[src/rtl/disp_scan_ctrl_pkg.sv]
// Shared definitions for the 6-digit multiplexed 7-segment scan controller:
// digit count, glyph codes, scan FSM states, display configuration record.
package disp_scan_ctrl_pkg;

  localparam int NDIG = 6;

  localparam logic [6:0] GLYPH_0    = 7'h3F;
  localparam logic [6:0] GLYPH_1    = 7'h06;
  localparam logic [6:0] GLYPH_2    = 7'h5B;
  localparam logic [6:0] GLYPH_3    = 7'h4F;
  localparam logic [6:0] GLYPH_4    = 7'h66;
  localparam logic [6:0] GLYPH_5    = 7'h6D;
  localparam logic [6:0] GLYPH_6    = 7'h7D;
  localparam logic [6:0] GLYPH_7    = 7'h07;
  localparam logic [6:0] GLYPH_8    = 7'h7F;
  localparam logic [6:0] GLYPH_9    = 7'h6F;
  localparam logic [6:0] GLYPH_DASH = 7'h40;
  localparam logic [6:0] GLYPH_OFF  = 7'h00;

  typedef enum logic [0:0] {
    ST_BLANK = 1'b0,
    ST_DRIVE = 1'b1
  } scan_state_e;

  typedef struct packed {
    logic [23:0] digits;
    logic [5:0]  dp;
    logic [5:0]  blink_mask;
    logic        lz_en;
  } disp_cfg_t;

  localparam disp_cfg_t CFG_RESET = '{digits: 24'h000000, dp: 6'h00, blink_mask: 6'h00, lz_en: 1'b0};

  // Digit n (5..1) is blanked while it and every digit to its left are zero.
  function automatic logic [5:0] lz_mask(input logic [23:0] digits, input logic lz_en);
    logic [5:0] m;
    logic       zero_run;
    m        = 6'b000000;
    zero_run = 1'b1;
    for (int n = NDIG - 1; n >= 1; n--) begin
      zero_run = zero_run & (digits[n*4 +: 4] == 4'h0);
      m[n]     = lz_en & zero_run;
    end
    return m;
  endfunction

endpackage

[src/rtl/disp_scan_ctrl_bcd_to_seg.sv]
// Combinational BCD to 7-segment decoder; segments active high, [0]=a .. [6]=g.
// Non-decimal nibbles render as a dash.
module bcd_to_seg
  import disp_scan_ctrl_pkg::*;
(
  input  logic [3:0] i_bcd,
  output logic [6:0] o_seg
);

  // Glyph lookup
  always_comb begin
    o_seg = GLYPH_DASH;
    case (i_bcd)
      4'h0:    o_seg = GLYPH_0;
      4'h1:    o_seg = GLYPH_1;
      4'h2:    o_seg = GLYPH_2;
      4'h3:    o_seg = GLYPH_3;
      4'h4:    o_seg = GLYPH_4;
      4'h5:    o_seg = GLYPH_5;
      4'h6:    o_seg = GLYPH_6;
      4'h7:    o_seg = GLYPH_7;
      4'h8:    o_seg = GLYPH_8;
      4'h9:    o_seg = GLYPH_9;
      default: o_seg = GLYPH_DASH;
    endcase
  end

endmodule

[src/rtl/disp_scan_ctrl.sv]
// Six-digit multiplexed 7-segment scan controller with anti-ghost blanking,
// leading-zero suppression, blinking and frame-synchronous display loading.
module disp_scan_ctrl
  import disp_scan_ctrl_pkg::*;
#(
  parameter int CLK_HZ    = 50_000_000,
  parameter int SCAN_HZ   = 6000,
  parameter int BLANK_CYC = 50,
  parameter int BLINK_HZ  = 2
) (
  input  logic        clk,
  input  logic        rst_n,
  input  logic [23:0] i_digits,
  input  logic [5:0]  i_dp,
  input  logic [5:0]  i_blink_mask,
  input  logic        i_lz_en,
  input  logic        i_load,
  output logic [5:0]  o_seg_enb,
  output logic        o_seg_dp,
  output logic [6:0]  o_seg,
  output logic        o_frame_done
);

  localparam int DIV       = CLK_HZ / SCAN_HZ;
  localparam int CNT_W     = $clog2(DIV);
  localparam int BLINK_FRM = SCAN_HZ / (NDIG * 2 * BLINK_HZ);
  localparam int BLK_W     = (BLINK_FRM > 1) ? $clog2(BLINK_FRM) : 1;

  localparam logic [CNT_W-1:0] SLOT_LAST  = CNT_W'(DIV - 1);
  localparam logic [CNT_W-1:0] BLANK_LAST = CNT_W'(BLANK_CYC - 1);
  localparam logic [BLK_W-1:0] BLINK_LAST = BLK_W'(BLINK_FRM - 1);
  localparam logic [2:0]       DIG_LAST   = 3'(NDIG - 1);

  logic [CNT_W-1:0] slot_cnt_q, slot_cnt_d;
  logic [2:0]       digit_idx_q, digit_idx_d;
  scan_state_e      state_q, state_d;
  disp_cfg_t        active_q, active_d;
  disp_cfg_t        pend_cfg_q, pend_cfg_d;
  logic             pend_q, pend_d;
  logic             blink_off_q, blink_off_d;
  logic [BLK_W-1:0] blink_cnt_q, blink_cnt_d;
  logic [5:0]       seg_enb_q, seg_enb_d;
  logic [6:0]       seg_q, seg_d;
  logic             seg_dp_q, seg_dp_d;
  logic             frame_done_q, frame_done_d;

  logic             slot_end_s;
  logic             frame_end_s;
  disp_cfg_t        new_cfg_s;
  logic [3:0]       nibble_s;
  logic [6:0]       glyph_s;
  logic [5:0]       lz_s;

  assign slot_end_s  = (slot_cnt_q == SLOT_LAST);
  assign frame_end_s = slot_end_s && (digit_idx_q == DIG_LAST);
  assign new_cfg_s   = '{digits: i_digits, dp: i_dp, blink_mask: i_blink_mask, lz_en: i_lz_en};
  assign nibble_s    = active_q.digits[{digit_idx_q, 2'b00} +: 4];
  assign lz_s        = lz_mask(active_q.digits, active_q.lz_en);

  bcd_to_seg u_dec (
    .i_bcd (nibble_s),
    .o_seg (glyph_s)
  );

  // Slot and digit counters
  always_comb begin
    slot_cnt_d  = slot_cnt_q + CNT_W'(1);
    digit_idx_d = digit_idx_q;
    if (slot_end_s) begin
      slot_cnt_d  = {CNT_W{1'b0}};
      digit_idx_d = (digit_idx_q == DIG_LAST) ? 3'd0 : digit_idx_q + 3'd1;
    end else begin
      digit_idx_d = digit_idx_q;
    end
  end

  // Scan FSM: dark gap at the start of each slot, then drive
  always_comb begin
    state_d = state_q;
    case (state_q)
      ST_BLANK: begin
        if (slot_cnt_q == BLANK_LAST) state_d = ST_DRIVE;
        else                          state_d = ST_BLANK;
      end
      ST_DRIVE: begin
        if (slot_end_s) state_d = ST_BLANK;
        else            state_d = ST_DRIVE;
      end
      default: state_d = ST_BLANK;
    endcase
  end

  // Pending/active configuration; a load in the boundary cycle bypasses pending
  always_comb begin
    active_d   = active_q;
    pend_cfg_d = pend_cfg_q;
    pend_d     = pend_q;
    if (frame_end_s) begin
      pend_d = 1'b0;
      if (i_load)      active_d = new_cfg_s;
      else if (pend_q) active_d = pend_cfg_q;
      else             active_d = active_q;
    end else if (i_load) begin
      pend_cfg_d = new_cfg_s;
      pend_d     = 1'b1;
    end else begin
      pend_d = pend_q;
    end
  end

  // Blink phase advances once per BLINK_FRM frames
  always_comb begin
    blink_cnt_d = blink_cnt_q;
    blink_off_d = blink_off_q;
    if (frame_end_s) begin
      if (blink_cnt_q == BLINK_LAST) begin
        blink_cnt_d = {BLK_W{1'b0}};
        blink_off_d = ~blink_off_q;
      end else begin
        blink_cnt_d = blink_cnt_q + BLK_W'(1);
      end
    end else begin
      blink_cnt_d = blink_cnt_q;
    end
  end

  // Next output values from the current slot state
  always_comb begin
    seg_enb_d    = 6'b000000;
    seg_d        = GLYPH_OFF;
    seg_dp_d     = 1'b0;
    frame_done_d = frame_end_s;
    if ((state_q == ST_DRIVE) && !(blink_off_q && active_q.blink_mask[digit_idx_q])) begin
      seg_enb_d = 6'b000001 << digit_idx_q;
      seg_d     = lz_s[digit_idx_q] ? GLYPH_OFF : glyph_s;
      seg_dp_d  = active_q.dp[digit_idx_q];
    end else begin
      seg_enb_d = 6'b000000;
    end
  end

  // State and output registers
  always_ff @(posedge clk or negedge rst_n) begin
    if (!rst_n) begin
      slot_cnt_q   <= {CNT_W{1'b0}};
      digit_idx_q  <= 3'd0;
      state_q      <= ST_BLANK;
      active_q     <= CFG_RESET;
      pend_cfg_q   <= CFG_RESET;
      pend_q       <= 1'b0;
      blink_off_q  <= 1'b0;
      blink_cnt_q  <= {BLK_W{1'b0}};
      seg_enb_q    <= 6'b000000;
      seg_q        <= GLYPH_OFF;
      seg_dp_q     <= 1'b0;
      frame_done_q <= 1'b0;
    end else begin
      slot_cnt_q   <= slot_cnt_d;
      digit_idx_q  <= digit_idx_d;
      state_q      <= state_d;
      active_q     <= active_d;
      pend_cfg_q   <= pend_cfg_d;
      pend_q       <= pend_d;
      blink_off_q  <= blink_off_d;
      blink_cnt_q  <= blink_cnt_d;
      seg_enb_q    <= seg_enb_d;
      seg_q        <= seg_d;
      seg_dp_q     <= seg_dp_d;
      frame_done_q <= frame_done_d;
    end
  end

  assign o_seg_enb    = seg_enb_q;
  assign o_seg        = seg_q;
  assign o_seg_dp     = seg_dp_q;
  assign o_frame_done = frame_done_q;

endmodule

[config.mk]
export PLATFORM = sky130hd
export DESIGN_NAME = disp_scan_ctrl
export DESIGN_NICKNAME = d
export VERILOG_FILES = /design/src/rtl/disp_scan_ctrl_pkg.sv /design/src/rtl/disp_scan_ctrl_bcd_to_seg.sv /design/src/rtl/disp_scan_ctrl.sv
export SDC_FILE = /design/constraint.sdc
export NUM_CORES = 1
export LEC_CHECK = 0
export BUFFER_PORTS_ARGS = -buffer_cell sky130_fd_sc_hd__clkbuf_2
export CORE_UTILIZATION = 53
export CTS_BUF_LIST = sky130_fd_sc_hd__clkbuf_16
export DETAILED_ROUTE_END_ITERATION = 7
export PLACE_DENSITY = 0.76
export SLEW_MARGIN = 20
export SYNTH_ARGS = -nofsm -noshare
export SYNTH_HDL_FRONTEND = slang
export SYNTH_SLANG_ARGS = --single-unit
[constraint.sdc]
create_clock -name clk -period 2.65 [get_ports clk]
set_clock_uncertainty 0.1 [all_clocks]
set_input_delay 0.265 -clock clk [delete_from_list [all_inputs] [get_ports clk]]
set_output_delay 0.265 -clock clk [all_outputs]
set_load 0.01 [all_outputs]
# --- Yosys cells after proc, flatten, opt, wreduce, memory -nomap -nowiden ---
# Memories as Yosys holds them, arrays and structs flattened.
# Index checks and enable logic that the tools add are counted.
word_totals:
  romBits: 112
  word_cells: 75
  memories: 1
  ff_bits: 117
  mem_bits_rw: 0
  latchBits: 0
mem_list:
  columns: ["memory", "words", "width", "rd", "rd_clocked_by_memory_dff", "write_ports", "line_no", "text"]
  rows:
  - ["(name not given)", 16, 7, 1, 0, 0, "disp_scan_ctrl_bcd_to_seg.sv:13", "case (i_bcd)"]
op_classes:
  magnitude_cmp: 1
  bitwise: 12
  eq_ne: 4
  n_addsub: 3
  n_reduce_logical: 14
  multipliers: 0
  muxes: 20
  n_div: 0
  n_shift: 2
op_table:
  columns: ["op", "n"]
  rows:
  - ["$mux W37", 2]
  - ["$shiftx A24 B6 Y4", 1]
  - ["$logic_not A4 Y1", 5]
  - ["$add A14 B1 Y14 const B", 1]
  - ["$eq A14 B14 Y1 const B", 1]
  - ["$eq A14 B6 Y1 const B", 1]
  - ["$mux W14", 1]
  - ["$mux W7", 2]
  - ["$and A1 B1 Y1", 9]
  - ["$bmux W1 S3", 3]
  - ["$add A8 B1 Y8 const B", 1]
  - ["$eq A8 B8 Y1 const B", 1]
  - ["$mux W1", 8]
  - ["$mux W8", 1]
  - ["$mux W6", 1]
  - ["$reduce_and A2 Y1", 3]
  - ["$shl A1 B3 Y6 const A", 1]
  - ["$lt A3 B4 Y1 const B", 1]
  - ["$reduce_bool A2 Y1", 2]
  - ["$add A3 B1 Y3 const B", 1]
  - ["$eq A3 B3 Y1 const B", 1]
  - ["$logic_and A1 B1 Y1", 3]
  - ["$mux W3", 1]
  - ["$not A1 Y1", 3]
  - ["2 further kinds", 2]

# --- Longest topological paths before layout ---
depth:
  depth_word: 10
  ltp_mapped: 10
  ltp_nobuf: 8

# --- Cells and area by module ---
# Synthesis repeated with hierarchy kept, for this count alone.
unflattened:
  hier_cells: 490
  hier_area_um2: 5845.6
by_module_without_submodules:
  columns: ["module", "cells_each", "area_per_inst_um2", "instances"]
  rows:
  - ["disp_scan_ctrl", 461, 5612.9, 1]
  - ["bcd_to_seg", 29, 232.7, 1]

# --- Worst setup path after synthesis ---
# OpenSTA, ideal clock, no wires.
synth_timing:
  kind: "register -> register"
  from: "reg digit_idx_q[0]"
  to: "reg seg_q[0], in the netlist o_seg[0]"
  path_stages_with_launch: 9
  required_ns: 2.456
  arrival_time_ns: 2.532
  setup_slack_ns: -0.076
  period_less_slack_ns: 2.726
  cell_sequence: "dfrtp_1 buf_2 buf_1 mux4_2 a21oi_1 inv_1 ha_1 mux2_2 a211oi_1"
synth_between:
  elab_chain_len: 6
  word_cells_on_any_way: 11
synth_lines:
  columns: ["element", "line_no", "text"]
  rows:
  - ["from (decl)", "disp_scan_ctrl.sv:35", "logic [2:0] digit_idx_q, digit_idx_d;"]
  - ["from (signal assigned)", "disp_scan_ctrl.sv:159", "digit_idx_q <= digit_idx_d;"]
  - ["parallel branches: the longest is 5 deep, another holds $mem_v2 Z16 W7", null, null]
  - ["$mux W7 (*)", "disp_scan_ctrl.sv:133", "if ((state_q == ST_DRIVE) && !(blink_off_q && active_q.blink_mask[digit_idx_q])) begin"]
  - ["named net seg_d[0]", "disp_scan_ctrl.sv:43", "logic [6:0] seg_q, seg_d;"]
  - ["to (signal assigned)", "disp_scan_ctrl.sv:167", "seg_q <= seg_d;"]
  - ["to (decl)", "disp_scan_ctrl.sv:43", null]
# Mark *: on every way through the listed nets, which the timed path passes. The select of a mux whose other input is x is not followed.
# A chain may end at the register's enable or synchronous reset.

# --- Worst setup path in the final report ---
layout_timing:
  from: "reg slot_cnt_q[0]"
  to: "reg pend_cfg_q[33] (netlist name)"
layout_between:
  elab_chain_len: 4
layout_lines:
  columns: ["element", "line_no", "text"]
  rows:
  - ["from (decl)", "disp_scan_ctrl.sv:34", "logic [CNT_W-1:0] slot_cnt_q, slot_cnt_d;"]
  - ["from (signal assigned)", "disp_scan_ctrl.sv:145", "slot_cnt_q <= {CNT_W{1'b0}};"]
  - ["from (signal assigned)", "disp_scan_ctrl.sv:158", "slot_cnt_q <= slot_cnt_d;"]
  - ["$eq A14 B14 Y1", "disp_scan_ctrl.sv:54", "assign slot_end_s = (slot_cnt_q == SLOT_LAST);"]
  - ["$logic_and A1 B1 Y1", "disp_scan_ctrl.sv:55", "assign frame_end_s = slot_end_s && (digit_idx_q == DIG_LAST);"]
  - ["$not A1 Y1 (no line)", null, null]
  - ["$reduce_and A2 Y1 (no line)", null, null]
  - ["to (signal assigned)", "disp_scan_ctrl.sv:162", "pend_cfg_q <= pend_cfg_d;"]
  - ["to (decl)", "disp_scan_ctrl.sv:38", "disp_cfg_t pend_cfg_q, pend_cfg_d;"]
# Every way passes these cells.

==> out/results.txt <==
Final GP Congestion -> 0.799
htree depth -> 4
startpoint class of the critical path -> register
Total Nets Final -> 621
Hold Violations, Final -> 0
Slew HR -> 0.533
DP HPWL -> 7.31 mm
post-synth top area cell -> dfrtp_1
Worst-Skew Late Latency -> 410 ps
Mapped Nets -> 521
dominant synthesized flop cell -> dfrtp_1
DR DRC count -> 0
synth warn -> 0
Syn Area/Cell -> 11.5 um^2
Crit-path slowest cell -> or4_1
Setup CP Type -> register to register
Critical Path Sink Type -> register
Reg2Reg Depth -> 8
Distinct cells, synth -> 41
# setup viols final -> 0
Initial Utilization -> 0.550
DR WL/cell -> 15.9 um
Slew @ Worst Pin -> 700 ps
post-synthesis sequential area ratio -> 0.543
CP Cell Sequence -> inv_1 -> ha_1 -> nand3_1 -> or4_1 -> or3_4 -> nand2_4 -> buf_12 -> mux2_2
Ant. Diodes -> 0
top-area cell type share of the netlist area -> 0.543
vias post-DR -> 3891
Syn Std Cell Area -> 5400 um^2
fin cells -> 716
Total GRT Usage -> 0.244
Peak VDD IR -> 457 uV
postcts setup bufs -> 0
crit path DAT -> 2720 ps
DP Cell Count -> 659
TritonCTS Buffers -> 17
CTS sink count -> 117
CP delay by family, top -> simple AND/OR/NAND/NOR gates
Levels on crit path -> 8
most numerous cell in the Yosys netlist -> dfrtp_1
DR pass1 iterations -> 4
grt ovf -> 0
fin crit share -> 0.955
Final Max Tran Viols -> 0
Seq cells post-synth -> 117
Routed Antenna Nets -> 0
share of cells above drive strength 1 -> 0.259
Starting DRT DRC Count -> 130
Clock Pin Slew Worst Setup and Hold Paths -> 60 ps
worst hold stages -> 2
final critical-path required period -> 2530 ps
top cells by area, synth -> dfrtp_1 54%, mux2i_1 8.7%, mux2_2 7.1%
clock root buffer -> clkbuf_16
CP peak stage delay -> 470 ps
area growth from synthesis to layout -> 26.6%
die footprint -> 10600 um^2
initial antenna violation count -> 0
# rows -> 36
Die Span X -> 103 um
max_cap viols -> 0
power per cell area -> 689 nW/um^2
FILL cells -> 705
worst path required time -> 2840 ps
Port Buf Inserts -> 54
FMAX -> 395 MHz
CP bufs+invs -> 2
first-pass GRT wire length -> 19.2 mm
core box area -> 9820 um^2
drt total wl -> 11.4 mm
Worst Path Max Fanout -> 17
status -> completed
Ports -> 55
Cells after Synth -> 470
largest net degree at the start of global routing -> 56
Synth top cells by count -> 117 x dfrtp_1, 62 x nor2_1, 47 x mux2i_1
die height -> 103 um
Final TNS setup -> 0 ps
vias in the first global route -> 4006
EDFF count, synth -> 0
Clock Tree Buf Depth -> 2
Hold Crit Class -> input pin to register
CTS tree -> done
Vias/cell -> 5.43
Post-synth ARST share -> 1.00
Static Leak -> 0.00317 uW
==> cells in the final DEF (no fill, tap or decap), types with 5 or more instances in the layout <==
cell,netlist,layout
mux2_1,6,6
xnor2_1,7,7
nor2b_1,6,6
o31ai_1,6,6
o21ai_0,11,11
dfrtp_1,117,117
xor2_1,7,7
clkbuf_16,0,17
clkbuf_2,0,53
buf_4,0,21
dlygate4sd3_1,0,25
inv_1,9,9
nor4_1,10,9
mux2i_1,47,47
nand2_1,17,17
a21oi_1,44,44
nor2_1,62,62
nor3_1,5,5
clkinv_4,0,6
ha_1,11,11
nand3_1,8,8
mux2_2,34,34
and3_1,5,5
==> final timing paths <==
check	endpoint	slack [ps]	startpoint
max	pend_cfg_q[33]$_DFFE_PN0P_	120	slot_cnt_q[0]$_DFF_PN0_
min	pend_cfg_q[7]$_DFFE_PN0P_	9	i_dp[0]
max reg2reg	pend_cfg_q[33]$_DFFE_PN0P_	120	slot_cnt_q[0]$_DFF_PN0_
min reg2reg	blink_cnt_q[6]$_DFFE_PN0P_	380	blink_cnt_q[6]$_DFFE_PN0P_
max in group asynchronous	active_q[15]$_DFFE_PN0P_	1230	rst_n
min in group asynchronous	slot_cnt_q[1]$_DFF_PN0_	370	rst_n
==> where the power goes <==
| part | switching, uW | leakage (uW) | total (uW) | internal, uW |
|---|---|---|---|---|
| registers | 58.5 | 0.00148 | 1940 | 1880 |
| logic | 166 | 0.00139 | 344 | 178 |
| clock network | 842 | 0.000303 | 2420 | 1580 |
==> per-layer routing <==
| metal | track usage | wire, um | up-vias |
|---|---|---|---|
| met5 | 0 | 0 | - |
| met4 | 0.0953 | 142 | 0 |
| met3 | 0.0597 | 509 | 12 |
| met2 | 0.395 | 5590 | 106 |
| met1 | 0.320 | 5160 | 1904 |
| li1 | - | - | 1869 |
==> kinds of logic after synthesis <==
| family | share of synthesized area |
|---|---|
| flops | 0.543 |
| mux | 0.187 |
| xor+xnor | 0.0227 |
| simple gates | 0.113 |
| buf+inv | 0.0297 |
| fa+ha+maj | 0.0255 |
| compound gates | 0.0788 |
==> flip-flops by register name, summed over array words and instances (netlist names) <==
register      cells
blink_off_q       1
digit_idx_q       3
active_q         37
o_seg_enb         6
o_seg_dp          1
blink_cnt_q       8
pend_cfg_q       37
slot_cnt_q       14
o_seg             7
state_q           1
pend_q            1
o_frame_done      1
==> what timing repair did <==
item                                    in CTS  in global routing
endpoints found under the setup margin       0                 15
hold endpoints to repair                    76                  0
hold buffers                                25                  0
gates resized for setup                      0                  2
==> cell type report <==
class	count	area [um^2]	area share
Clock buffer	17	425	0.0623
Clock inverter	15	205	0.0300
Inverter	10	37.5	0.00550
Multi-Input combinational cell	321	2320	0.340
Sequential cell	117	2930	0.429
Tap cell	133	166	0.0244
Timing Repair Buffer	103	744	0.109
==> stage by stage <==
step / total power (uW) / instance area, um^2 / hold WS [ps] / worst slack (ps) / util
4_1_cts: 4740 / 6820 / 0.337 / 29.8 / 0.694
3_5_place_dp: 2280 / 5940 / 264 / 80.8 / 0.605
6_report: 4700 / 6830 / 9.30 / 119 / 0.696
3_3_place_gp: 2260 / 5940 / 259 / 179 / 0.605
2_1_floorplan: 2140 / 5400 / -131 / 65.3 / -
5_1_grt: 4860 / 6830 / 4.76 / -1.84 / 0.696
Power figures use the tool's default switching activity.
